--- config.mk ---
export PLATFORM = sky130hd
export DESIGN_NAME = mem_bus_arbiter_flat
export DESIGN_NICKNAME = d
export VERILOG_FILES = /design/src/rtl/mem_bus_arbiter_if.sv /design/src/rtl/mem_bus_arbiter.sv /design/src/flat_wrapper.sv
export SDC_FILE = /design/constraint.sdc
export NUM_CORES = 1
export LEC_CHECK = 0
export BUFFER_PORTS_ARGS = -buffer_cell sky130_fd_sc_hd__buf_2
export CAP_MARGIN = 20
export CELL_PAD_IN_SITES_DETAIL_PLACEMENT = 1
export CELL_PAD_IN_SITES_GLOBAL_PLACEMENT = 1
export CORE_MARGIN = 5
export CORE_UTILIZATION = 32
export DETAILED_ROUTE_END_ITERATION = 7
export PLACE_DENSITY_LB_ADDON = 0.1
export SLEW_MARGIN = 20
export SYNTH_ARGS = -nofsm -noshare
export SYNTH_HDL_FRONTEND = slang
export SYNTH_SLANG_ARGS = --single-unit
--- constraint.sdc ---
create_clock -name clk -period 2.8 [get_ports clk]
set_clock_uncertainty 0.15 [all_clocks]
set_input_delay 0.56 -clock clk [delete_from_list [all_inputs] [get_ports clk]]
set_output_delay 0.56 -clock clk [all_outputs]
set_load 0.03 [all_outputs]
--- src/rtl/mem_bus_arbiter_if.sv ---
// Native picorv32 memory port: valid/ready handshake plus addr/wdata/wstrb/rdata.
// The requester uses the master modport, the arbiter the slave modport.
interface mem_bus_arbiter_if;
  logic        valid;
  logic        instr;
  logic [31:0] addr;
  logic [31:0] wdata;
  logic [3:0]  wstrb;
  logic        ready;
  logic [31:0] rdata;

  modport master (
    output valid, instr, addr, wdata, wstrb,
    input  ready, rdata
  );

  modport slave (
    input  valid, instr, addr, wdata, wstrb,
    output ready, rdata
  );
endinterface

--- src/rtl/mem_bus_arbiter.sv ---
// Two-master round-robin arbiter for one 1-cycle-latency RAM and an LED register.
// Fixed 3-cycle transactions; optional bus_err/poison value via MEM_BUS_ARBITER_ERR_EN.
module mem_bus_arbiter #(
  parameter int          RAM_WORDS = 1024,
  parameter int          RAM_AW    = 10,
  parameter logic [31:0] LED_ADDR  = 32'h1000_0000
) (
  input  logic              clk,
  input  logic              resetn,
  mem_bus_arbiter_if.slave  m0,
  mem_bus_arbiter_if.slave  m1,
  output logic              ram_en,
  output logic [3:0]        ram_we,
  output logic [RAM_AW-1:0] ram_addr,
  output logic [31:0]       ram_wdata,
  input  logic [31:0]       ram_rdata,
  output logic [7:0]        led,
  output logic              grant
`ifdef MEM_BUS_ARBITER_ERR_EN
  ,
  output logic              bus_err
`endif
);

  if (RAM_WORDS != (1 << RAM_AW)) begin : g_cfg_err
    $error("mem_bus_arbiter: RAM_WORDS must equal 2**RAM_AW");
  end

`ifdef MEM_BUS_ARBITER_ERR_EN
  localparam logic [31:0] UNMAP_RDATA = 32'hBADC_0DE0;
`else
  localparam logic [31:0] UNMAP_RDATA = 32'h0;
`endif

  typedef enum logic [1:0] {IDLE, ACCESS, RESP} state_e;

  typedef struct packed {
    logic [31:0] addr;
    logic [31:0] wdata;
    logic [3:0]  wstrb;
  } req_t;

  state_e      state_q, state_d;
  req_t        req_q, req_d;
  logic        grant_q, grant_d;
  logic        last_q, last_d;
  logic [1:0]  ready_q, ready_d;
  logic [7:0]  led_q, led_d;
  logic        sel;
  logic        hit_ram, hit_led;
  logic [31:0] rdata_mux;

`ifdef MEM_BUS_ARBITER_ERR_EN
  logic        err_q, err_d;
`endif

  // Decode always works on the latched address, never the live bus.
  assign hit_ram = ~|req_q.addr[31:RAM_AW+2];
  assign hit_led = (req_q.addr[31:2] == LED_ADDR[31:2]);

  always_comb begin
    state_d   = state_q;
    req_d     = req_q;
    grant_d   = grant_q;
    last_d    = last_q;
    ready_d   = ready_q;
    led_d     = led_q;
    sel       = 1'b0;
    ram_en    = 1'b0;
    ram_we    = 4'h0;
    ram_addr  = req_q.addr[RAM_AW+1:2];
    ram_wdata = req_q.wdata;
`ifdef MEM_BUS_ARBITER_ERR_EN
    err_d     = err_q;
`endif
    case (state_q)
      IDLE: begin
        if (m0.valid || m1.valid) begin
          // On contention the master that did not win last time goes first.
          sel     = (m0.valid && m1.valid) ? ~last_q : m1.valid;
          grant_d = sel;
          last_d  = sel;
          req_d   = sel ? '{m1.addr, m1.wdata, m1.wstrb}
                        : '{m0.addr, m0.wdata, m0.wstrb};
          state_d = ACCESS;
        end
      end
      ACCESS: begin
        if (hit_ram) begin
          // Gated by resetn so a reset landing mid-ACCESS never commits a write.
          ram_en = resetn;
          ram_we = resetn ? req_q.wstrb : 4'h0;
        end else if (hit_led) begin
          if (req_q.wstrb[0]) led_d = req_q.wdata[7:0];
        end else begin
`ifdef MEM_BUS_ARBITER_ERR_EN
          err_d = 1'b1;
`endif
        end
        ready_d = grant_q ? 2'b10 : 2'b01;
        state_d = RESP;
      end
      RESP: begin
        ready_d = 2'b00;
        state_d = IDLE;
      end
      default: state_d = IDLE;
    endcase
  end

  always_ff @(posedge clk) begin
    if (!resetn) begin
      state_q <= IDLE;
      req_q   <= '0;
      grant_q <= 1'b0;
      last_q  <= 1'b1;
      ready_q <= 2'b00;
      led_q   <= 8'h0;
`ifdef MEM_BUS_ARBITER_ERR_EN
      err_q   <= 1'b0;
`endif
    end else begin
      state_q <= state_d;
      req_q   <= req_d;
      grant_q <= grant_d;
      last_q  <= last_d;
      ready_q <= ready_d;
      led_q   <= led_d;
`ifdef MEM_BUS_ARBITER_ERR_EN
      err_q   <= err_d;
`endif
    end
  end

  // RAM data arrives during RESP from the RAM's own output register; the mux
  // is qualified by the registered ready so idle/non-granted rdata stays 0.
  always_comb begin
    rdata_mux = UNMAP_RDATA;
    if (hit_ram)      rdata_mux = ram_rdata;
    else if (hit_led) rdata_mux = {24'h0, led_q};
  end

  assign m0.ready = ready_q[0];
  assign m1.ready = ready_q[1];
  assign m0.rdata = ready_q[0] ? rdata_mux : 32'h0;
  assign m1.rdata = ready_q[1] ? rdata_mux : 32'h0;
  assign led      = led_q;
  assign grant    = grant_q;
`ifdef MEM_BUS_ARBITER_ERR_EN
  assign bus_err  = err_q;
`endif

  // instr is informational and the byte offset is meaningless for word accesses.
  logic unused_ok;
  assign unused_ok = ^{m0.instr, m1.instr, req_q.addr[1:0]};

endmodule

--- src/flat_wrapper.sv ---
// flat-port wrapper written by rule: the top's interface ports become plain ports
module mem_bus_arbiter_flat 
#(
  parameter int          RAM_WORDS = 1024,
  parameter int          RAM_AW    = 10,
  parameter logic [31:0] LED_ADDR  = 32'h1000_0000
)
  (clk, resetn, ram_en, ram_we, ram_addr, ram_wdata, ram_rdata, led, grant, m0_valid, m0_instr, m0_addr, m0_wdata, m0_wstrb, m0_ready, m0_rdata, m1_valid, m1_instr, m1_addr, m1_wdata, m1_wstrb, m1_ready, m1_rdata);
  mem_bus_arbiter_if m0_i ();
  mem_bus_arbiter_if m1_i ();
  input  logic clk;
  input  logic resetn;
  output logic ram_en;
  output logic [3:0] ram_we;
  output logic [RAM_AW-1:0] ram_addr;
  output logic [31:0] ram_wdata;
  input  logic [31:0] ram_rdata;
  output logic [7:0] led;
  output logic grant;
  input wire logic [$bits(m0_i.valid)-1:0] m0_valid;
  input wire logic [$bits(m0_i.instr)-1:0] m0_instr;
  input wire logic [$bits(m0_i.addr)-1:0] m0_addr;
  input wire logic [$bits(m0_i.wdata)-1:0] m0_wdata;
  input wire logic [$bits(m0_i.wstrb)-1:0] m0_wstrb;
  output wire logic [$bits(m0_i.ready)-1:0] m0_ready;
  output wire logic [$bits(m0_i.rdata)-1:0] m0_rdata;
  input wire logic [$bits(m1_i.valid)-1:0] m1_valid;
  input wire logic [$bits(m1_i.instr)-1:0] m1_instr;
  input wire logic [$bits(m1_i.addr)-1:0] m1_addr;
  input wire logic [$bits(m1_i.wdata)-1:0] m1_wdata;
  input wire logic [$bits(m1_i.wstrb)-1:0] m1_wstrb;
  output wire logic [$bits(m1_i.ready)-1:0] m1_ready;
  output wire logic [$bits(m1_i.rdata)-1:0] m1_rdata;
  assign m0_i.valid = m0_valid;
  assign m0_i.instr = m0_instr;
  assign m0_i.addr = m0_addr;
  assign m0_i.wdata = m0_wdata;
  assign m0_i.wstrb = m0_wstrb;
  assign m0_ready = m0_i.ready;
  assign m0_rdata = m0_i.rdata;
  assign m1_i.valid = m1_valid;
  assign m1_i.instr = m1_instr;
  assign m1_i.addr = m1_addr;
  assign m1_i.wdata = m1_wdata;
  assign m1_i.wstrb = m1_wstrb;
  assign m1_ready = m1_i.ready;
  assign m1_rdata = m1_i.rdata;
  mem_bus_arbiter #(.RAM_WORDS(RAM_WORDS), .RAM_AW(RAM_AW), .LED_ADDR(LED_ADDR)) u_core (.clk(clk), .resetn(resetn), .m0(m0_i), .m1(m1_i), .ram_en(ram_en), .ram_we(ram_we), .ram_addr(ram_addr), .ram_wdata(ram_wdata), .ram_rdata(ram_rdata), .led(led), .grant(grant));
endmodule
==> metrics.csv, run 1 <==
metric,value,unit
path_buf_inv,3,
r2r-end,u_core.led[6],
critPathMaxFanout,24,
critPathLaunch,u_core.req_q[58],
slowest_delay,340,ps
end_kind,output pin,
synth-seq-area-share,0.347,
cts_tree,built,
cp_num_cells,7,
core_area,14400,µm²
async_reset_ff_frac,0,
clk_pin_slew_worst_paths,60,ps
finalSetupTns,0,ps
slowest_stage,dfxtp_1,
setup_ws,66.2,ps
powerDensity,533,nW/µm²
ant_nets,0,
dp_hpwl,11.9,mm
leakagePower,0.00371,µW
synthFlopType,dfxtp_1,
critPathRequiredTime,2090,ps
path_delay_family,simple AND/OR/NAND/NOR gates,
max-cap-violations,0,
final_util,0.447,
report.final.slew_viol_count,0,
grt_max_degree,89,
dieWidth,130,µm
critical_path_class,register to output pin,
path_cells,nor4_4 > nand4_1 > buf_6 > nor4b_4 > buf_6 > and2_1 > buf_2,
synth_seq_cells,80,
rr_worst_depth,4,
ctsHtreeMaxLevel,3,
clkSinkCount,80,
gp_congestion,0.763,
holdBufCountCts,0,
post_route_cells_drive_above_1_share,0.438,
vias,4436,
grt_pass1_vias,4450,
layout_worst_path_cycle_share,0.976,
die_h,130,µm
cp.arrival,2020,ps
ir_drop,0.000261,V
r2r_start,u_core.ram_addr[0],
io_buffer_count,289,
cts_made_buffers,9,
fillers,1726,
ys_top_cells_by_area,"dfxtp_1 35%, mux2i_1 16%, o211a_1 14%",
grt_pass1_wl,21.9,mm
status,"complete, no violations",
antenna_found_initial,0,
initial_utilization,0.322,
yosysWarnings,0,
whs,333,ps
die-area,16900,µm²
wl,14.9,mm
synth_area,4620,µm²
synthToLayoutAreaGrowth,39.1,%
synthDistinctLibCells,29,
r2r_slack,720,ps
antenna_cells,0,
max-slew-margin-rel,0.408,
synth_area_leader_cell,dfxtp_1,
period_minus_slack,2730,ps
syn_area_per_cell,8.99,µm²
cts_root_buffer,clkbuf_16,
synthTopCellsByCount,"87 x nand2_1, 80 x dfxtp_1, 75 x mux2i_1",
drtIter0Drc,94,
ioPinCount,296,
clockBufferDepth,2,
yosysMostFrequentCell,nand2_1,
post-place-ws,181,ps
rows,44,
route.detailed.drc,0,
synth_top_area_share,0.347,
avgViaCountPerCell,4.75,
synth_cells,514,
synth_enable_flop_cells,0,
grtUsageTotal,0.162,
drt_first_pass_iters,4,
tightest_slew,888,ps
crit_top_cell,buf_6,
avgRoutedWirePerCell,15.9,µm
max_freq,366,MHz
finalSetupViolCount,0,
cp-start-kind,register,
hold_class,register to register,
insertion_delay,330,ps
rsz0062_at_grt,true,
finalHoldViolations,0,
syn_nets,691,
finalNetCount,921,
endpoint,m0_rdata[21],
overflow,0,
==> repair_timing <==
item / in CTS / in global routing
cloned: 0 / 0
pin swaps: 1 / 1
endpoints found under the hold margin: 0 / 0
setup buffers: 1 / 0
endpoints found under the setup margin: 54 / 68
resized for setup: 4 / 69
==> report_power, final <==
part	leakage [µW]	total, µW	internal (µW)	switching [µW]
combinational	0.00290	925	386	539
clock	0.000138	1130	685	443
sequential	0.000663	1370	1280	98.2
total	0.00371	3430	2350	1080
==> final cells by class <==
cell class                      instances  area [µm²]  share of cell area
Inverter                                3        11.3             0.00175
Clock buffer                           10         229              0.0356
Timing Repair Buffer                  300        1700               0.265
Multi-Input combinational cell        350        2590               0.403
Clock inverter                          6        60.1             0.00935
Tap cell                              184         230              0.0358
Sequential cell                        80        1600               0.249
==> layout by cell type, fill, tap and decap left out, types with 5 or more instances in the layout <==
master / n
a21oi_1: 11
dfxtp_1: 79
and2_1: 53
buf_4: 7
nor4_4: 5
nor2b_1: 11
o211a_1: 66
buf_6: 22
nand2_1: 87
buf_2: 268
mux2i_1: 75
nor2_1: 18
clkbuf_16: 9
==> worst min-delay path, delay by kind of cell, from the launching register on <==
family | cells | cell delay, ps
flip-flops | 1 | 320
AND/OR/NAND/NOR | 1 | 60
multiplexers | 1 | 60
==> cells by family after synthesis <==
family / synth area share
simple gates: 0.212
compound gates: 0.162
fa+ha+maj: 0.00812
flops: 0.347
mux: 0.162
buf+inv: 0.109
==> sequential cells by signal (all words and copies together) (netlist names) <==
name,count
u_core.grant,1
u_core.ready_q,2
u_core.state_q,2
u_core.req_q,24
u_core.ram_addr,10
u_core.last_q,1
u_core.ram_wdata,32
u_core.led,8
==> layer usage <==
metal  global-route usage  vias to the layer above  routed length [µm]
li1                     -                     2192                   -
met1                0.173                     2064                5370
met2                0.306                      167                7810
met3               0.0422                       13                1470
met4               0.0526                        0                 201
met5                    0                        -                   0
==> worst min path at each step <==
| stage | from | endpoint | slack [ps] | cells past startpoint |
|---|---|---|---|---|
| final | u_core.ram_wdata[5] | u_core.led[5] | 330 | 2 |
| after global routing | u_core.ram_wdata[6] | u_core.led[6] | 360 | 2 |
| after CTS | u_core.ram_wdata[5] | u_core.led[5] | 340 | 2 |
| after detailed placement | u_core.ram_wdata[5] | u_core.led[5] | 320 | 2 |
| after global placement | u_core.ram_wdata[2] | u_core.led[2] | 310 | 2 |
| after floorplan | u_core.ram_wdata[0] | u_core.led[0] | 300 | 2 |
==> per-stage QoR <==
step	power, µW	std cells	cell area [µm²]
after floorplan	2080	514	4620
after global placement	2280	916	5940
after detailed placement	2310	916	5940
after CTS	3480	933	6260
after global routing	3620	933	6430
final	3430	933	6430
No activity file was read; power rests on OpenSTA's default activity.
==> run 2: changes to the inputs <==
--- a/config.mk
+++ b/config.mk
@@ -6,11 +6,11 @@
 export NUM_CORES = 1
 export LEC_CHECK = 0
 export BUFFER_PORTS_ARGS = -buffer_cell sky130_fd_sc_hd__buf_2
-export CAP_MARGIN = 20
+export CAP_MARGIN = 10
 export CELL_PAD_IN_SITES_DETAIL_PLACEMENT = 1
 export CELL_PAD_IN_SITES_GLOBAL_PLACEMENT = 1
 export CORE_MARGIN = 5
-export CORE_UTILIZATION = 32
+export CORE_UTILIZATION = 30
 export DETAILED_ROUTE_END_ITERATION = 7
 export PLACE_DENSITY_LB_ADDON = 0.1
 export SLEW_MARGIN = 20
==> constraint.sdc (replaced) <==
create_clock -name clk -period 2.8 [get_ports clk]
set_clock_uncertainty 0.15 [all_clocks]
set_input_delay 0.28 -clock clk [delete_from_list [all_inputs] [get_ports clk]]
set_output_delay 0.28 -clock clk [all_outputs]
set_load 0.03 [all_outputs]
==> run 2 against run 1 <==
  * Die area grew 6.1%
  * Worst hold slack lost 190 ps
  * Non-clock buffer count decreased by 1
  * Global-route usage decreased by 0.49 points
  * Sequential power about the same
  * Register-to-register slack worse by 110 ps
  * Core utilization decreased by 3.4 points
  * Critical endpoint unchanged
  * Largest cell class unchanged
  * Largest power group unchanged
==> metrics.csv, run 2 (same netlist as run 1, synthesis figures left out) <==
metric,value,unit,change
ir_drop,0.000226,V,-13%
cp-start-kind,register,,
stdcell_area,6260,µm²,-2.5%
io_buffer_count,289,,unchanged
slowest_delay,360,ps,+20 ps
antenna_cells,0,,unchanged
final_cell_mix,"289 x buf_2, 87 x nand2_1, 80 x dfxtp_1",,
gp_congestion,0.763,,about the same
cts_made_buffers,9,,unchanged
fillers,1863,,+7.9%
powerDensity,568,nW/µm²,+6.6%
max-cap-violations,0,,unchanged
antenna_found_initial,0,,unchanged
period_minus_slack,2570,ps,-168 ps
post_cts_resize_count,0,,-4
cts_root_buffer,clkbuf_16,,
stdcell_count,936,,+0.32%
layout_worst_path_cycle_share,0.916,,-0.0601
max-slew-margin-rel,0.412,,+0.00416
synthToLayoutAreaGrowth,35.6,%,
die_h,134,µm,+3.0%
rr_worst_depth,4,,unchanged
ctsHtreeMaxLevel,3,,unchanged
placed_area,5920,µm²,-0.25%
route.detailed.drc,0,,unchanged
path_cells,nor4_2 > nand4_1 > buf_4 > nor4b_4 > buf_4 > and2_1 > buf_2,,
report.final.slew_viol_count,0,,unchanged
vias,4441,,+0.11%
dp_hpwl,12.0,mm,+0.27%
post_route_cells_drive_above_1_share,0.430,,-0.00744
drt_first_pass_iters,4,,unchanged
dp_cells,919,,+0.33%
clkSinkCount,80,,unchanged
slowest_stage,nor4_2,,
grt_pass1_wl,23.0,mm,+4.7%
insertion_delay,330,ps,about the same
cts_tree,built,,
initial_utilization,0.305,,-0.0165
rows,45,,+2.3%
critPathRequiredTime,2370,ps,+280 ps
final_util,0.414,,-0.0336
leakagePower,0.00370,µW,-0.22%
die-area,18000,µm²,+6.1%
path_buf_inv,3,,unchanged
grt_pass1_vias,4591,,+3.2%
clk_pin_slew_worst_paths,60,ps,about the same
cp.arrival,2140,ps,+120 ps
hold_class,primary input to register,,
critical_path_class,register to output pin,,
wl,14.8,mm,-0.28%
finalNetCount,920,,-0.11%
largest_reg_flops,32,,unchanged
status,"complete, no violations",,
grtUsageTotal,0.157,,-0.00486
power,3560,µW,+4.0%
max_freq,390,MHz,+6.6%
cp_num_cells,7,,unchanged
core_area,15100,µm²,+5.4%
avgRoutedWirePerCell,15.8,µm,-0.60%
path_delay_family,simple AND/OR/NAND/NOR gates,,
ant_nets,0,,unchanged
finalSetupViolCount,0,,unchanged
overflow,0,,unchanged
ioPinCount,296,,unchanged
whs_path_depth,4,,+2
finalHoldViolations,0,,unchanged
clockBufferDepth,2,,unchanged
critPathMaxFanout,24,,unchanged
dieWidth,134,µm,+3.0%
drtIter0Drc,112,,+19%
crit_top_cell,buf_4,,
grt_max_degree,89,,unchanged
rsz0062_at_grt,false,,
finalSetupTns,0,ps,unchanged
holdBufCountCts,0,,unchanged
avgViaCountPerCell,4.74,,-0.21%
end_kind,output pin,,
tightest_slew,882,ps,-6.23 ps
layout_commonest_cell,buf_2,,
==> run 2: cell count changes in the layout (fill, tap and decap cells not counted), sizes merged <==
cell,change
clkinv,-3
clkinvlp,-2
clkbuf,+4
bufinv,+1
buf,-1
==> run 2: cell type report <==
cell class | count | area, µm² | share of cell area
repair buffers | 299 | 1550 | 0.247
inverters | 3 | 11.3 | 0.00180
multi-input cells | 350 | 2540 | 0.405
clock inverters | 2 | 60.1 | 0.00959
flip-flops and latches | 80 | 1600 | 0.256
clock buffers | 14 | 274 | 0.0437
well taps | 188 | 235 | 0.0375
==> run 2: final timing paths <==
check / slack (ps) / to / startpoint
max: 230 / m0_rdata[21] / u_core.req_q[50]
min: 140 / u_core.ram_wdata[30] / m0_wdata[30]
max reg2reg: 610 / u_core.led[2] / u_core.ram_addr[0]
min reg2reg: 330 / u_core.led[3] / u_core.ram_wdata[3]
==> run 2: layer usage <==
layer / routed length (µm) / up-vias / part of all wire / GRT usage
li1: - / 2200 / - / -
met1: 5770 / 2052 / 0.39 / 0.173
met2: 7470 / 173 / 0.50 / 0.288
met3: 1340 / 16 / 0.090 / 0.0454
met4: 230 / 0 / 0.016 / 0.0532
met5: 0 / - / 0 / 0
==> run 2: power breakdown <==
part	total (µW)	switching, µW	internal, µW
clock	1300	444	855
sequential	1360	87.6	1270
combinational	900	531	369
total	3560	1060	2500
==> run 2: metrics by stage <==
stage / hold WS, ps / worst slack (ps)
floorplan: 302 / 386
global placement: 316 / 420
detailed placement: 320 / 386
CTS: 131 / 1.49
global route: 154 / 91.2
finish: 141 / 234
==> run 2: worst reg2reg max path, stage by stage, from the launching register on <==
cell	delay, ps
dfxtp_1	320
nor4_1	350
and3_1	480
and3_1	570
mux2i_1	250
==> run 2: what timing repair did <==
action / in CTS / in global routing
pin swaps: 1 / 1
setup endpoints to repair: 2 / 28
endpoints found under the hold margin: 0 / 0
buffers inserted: 0 / 1
cloned: 0 / 0
==> run 3: changes to the inputs <==
--- a/config.mk
+++ b/config.mk
@@ -10,7 +10,7 @@
 export CELL_PAD_IN_SITES_DETAIL_PLACEMENT = 1
 export CELL_PAD_IN_SITES_GLOBAL_PLACEMENT = 1
 export CORE_MARGIN = 5
-export CORE_UTILIZATION = 30
+export CORE_UTILIZATION = 25
 export DETAILED_ROUTE_END_ITERATION = 7
 export PLACE_DENSITY_LB_ADDON = 0.1
 export SLEW_MARGIN = 20
==> run 3 against run 2 <==
  * Combinational power rose by 1%
  * Wire length rose by 8.1%
  * Sequential cell count did not move
  * Final cell count rose by 4.3%
  * Die area rose by 18%
  * Count of clock-buffer cells in the layout fell by 4
  * Core utilization fell by 6.6 points
  * Worst hold slack got worse by 7.9 ps
  * Total power fell by 2.4%
  * Critical path depth did not move
  * Fmax fell by 3.2%
  * Sequential power barely moved
  * Critical endpoint is now m0_rdata[24]
  * Largest power group unchanged
==> metrics.csv, run 3 (same netlist as run 1, synthesis figures left out) <==
metric,value,unit,change
r2r-end,u_core.led[0],,
synthToLayoutAreaGrowth,36.2,%,
ioPinCount,296,,unchanged
finalSetupTns,0,ps,unchanged
avgViaCountPerCell,4.52,,-4.7%
core_area,18100,µm²,+19%
clkSinkCount,80,,unchanged
slowest_stage,nor4_2,,
antenna_found_initial,2,,+2
grt_max_degree,89,,unchanged
insertion_delay,340,ps,about the same
cts_root_buffer,clkbuf_16,,
period_minus_slack,2650,ps,+83.8 ps
max-cap-violations,0,,unchanged
rr_worst_depth,4,,unchanged
grt_pass1_vias,4795,,+4.4%
fillers,2246,,+21%
post_route_cells_drive_above_1_share,0.432,,+0.00191
hold_class,primary input to register,,
slowest_delay,360,ps,about the same
post-place-ws,347,ps,-39.8 ps
whs_path_depth,4,,unchanged
grt_pass1_wl,25.2,mm,+9.6%
drt_first_pass_iters,4,,unchanged
vias,4415,,-0.59%
final_util,0.348,,-0.0657
die_h,146,µm,+8.8%
end_kind,output pin,,
max_freq,377,MHz,-3.2%
rows,49,,+8.9%
ant_nets,0,,unchanged
stdcell_area,6290,µm²,+0.46%
grtUsageTotal,0.145,,-0.0119
die-area,21300,µm²,+18%
whs,133,ps,-7.89 ps
wl,16.0,mm,+8.1%
finalNetCount,919,,-0.11%
critical_path_class,register to output pin,,
setup_ws,151,ps,-83.8 ps
status,"complete, no violations",,
finalHoldViolations,0,,unchanged
path_cells,nor4_2 > nand4_1 > buf_4 > nor4b_4 > buf_4 > and2_1 > buf_2,,
cts_made_buffers,9,,unchanged
cp-start-kind,register,,
tightest_slew,899,ps,+17.6 ps
critPathMaxFanout,24,,unchanged
r2r_start,u_core.ram_addr[0],,
initial_utilization,0.255,,-0.0496
cts_tree,built,,
clk_pin_slew_worst_paths,60,ps,about the same
finalSetupViolCount,0,,unchanged
avgRoutedWirePerCell,16.4,µm,+3.7%
rsz0062_at_grt,false,,
clockBufferDepth,2,,unchanged
io_buffer_count,289,,unchanged
max-slew-margin-rel,0.400,,-0.0117
antenna_cells,0,,unchanged
ir_drop,0.000256,V,+14%
dieWidth,146,µm,+8.8%
gp_congestion,0.769,,+0.84%
min_to,u_core.ram_wdata[14],,
layout_commonest_cell,buf_2,,
leakagePower,0.00368,µW,-0.46%
overflow,0,,unchanged
critPathRequiredTime,2370,ps,about the same
ctsHtreeMaxLevel,3,,unchanged
hp-start,m0_wdata[14],,
powerDensity,552,nW/µm²,-2.8%
route.detailed.drc,0,,unchanged
placed_area,5970,µm²,+0.78%
layout_worst_path_cycle_share,0.946,,+0.0299
report.final.slew_viol_count,0,,unchanged
crit_top_cell,buf_4,,
r2r_slack,550,ps,-60 ps
largest_reg_flops,32,,unchanged
dp_hpwl,12.8,mm,+7.0%
drtIter0Drc,93,,-17%
cp.arrival,2220,ps,+80 ps
final_cell_mix,"288 x buf_2, 87 x nand2_1, 80 x dfxtp_1",,
run 3: changes by cell type in the layout (fill, tap and decap cells not counted), sizes merged:
cell,delta
bufinv,-1
clkbuf,-4
clkinv,+4
buf,-1
clkinvlp,+1
run 3: metal layers:
| layer | GRT usage | share of wire | wire length [µm] | vias up |
|---|---|---|---|---|
| li1 | - | - | - | 2191 |
| met1 | 0.156 | 0.39 | 6260 | 2027 |
| met2 | 0.263 | 0.50 | 8070 | 182 |
| met3 | 0.0545 | 0.093 | 1480 | 13 |
| met4 | 0.0456 | 0.012 | 186 | 2 |
| met5 | 0 | 0.00044 | 7 | - |
run 3: through the flow:
stage / total power (µW) / instances
finish: 3480 / 976
global route: 3680 / 976
CTS: 3560 / 975
detailed placement: 2320 / 959
global placement: 2290 / 959
floorplan: 2080 / 514
run 3: where the power goes:
part,switching (µW),internal [µW]
Sequential,88.9,1270
Combinational,539,370
Clock,485,718
Total,1110,2360
run 3: worst max-delay path by stage:
| stage | startpoint | endpoint | cells past startpoint | slack (ps) |
|---|---|---|---|---|
| after global routing | u_core.req_q[55] | m0_rdata[24] | 7 | 50 |
| after floorplan | u_core.req_q[58] | ram_we[0] | 4 | 390 |
| after global placement | u_core.req_q[55] | ram_we[1] | 5 | 430 |
| final | u_core.req_q[55] | m0_rdata[24] | 7 | 150 |
| after detailed placement | u_core.req_q[67] | ram_we[0] | 5 | 350 |
| after CTS | u_core.req_q[67] | m0_rdata[24] | 6 | 30 |
run 3: worst max-delay path: cells and delay by family (launching register included):
family	cells	cell delay (ps)
buf+inv	3	650
flops	1	320
simple gates	4	910
run 3: final cells by class:
cell class | instances | area (µm²) | share of cell area
inverters | 3 | 11.3 | 0.00179
repair buffers | 298 | 1540 | 0.245
clock buffers | 10 | 239 | 0.0380
flip-flops and latches | 80 | 1600 | 0.254
multi-input cells | 350 | 2540 | 0.404
clock inverters | 6 | 68.8 | 0.0109
well taps | 229 | 287 | 0.0455
run 3: repair_timing:
action / CTS / global route
endpoints found under the setup margin: 4 / 8
setup buffers: 0 / 1
endpoints found under the hold margin: 0 / 0
resized for setup: 1 / 0
cloned: 0 / 0
pin swaps: 0 / 1
hold buffers: 0 / 0
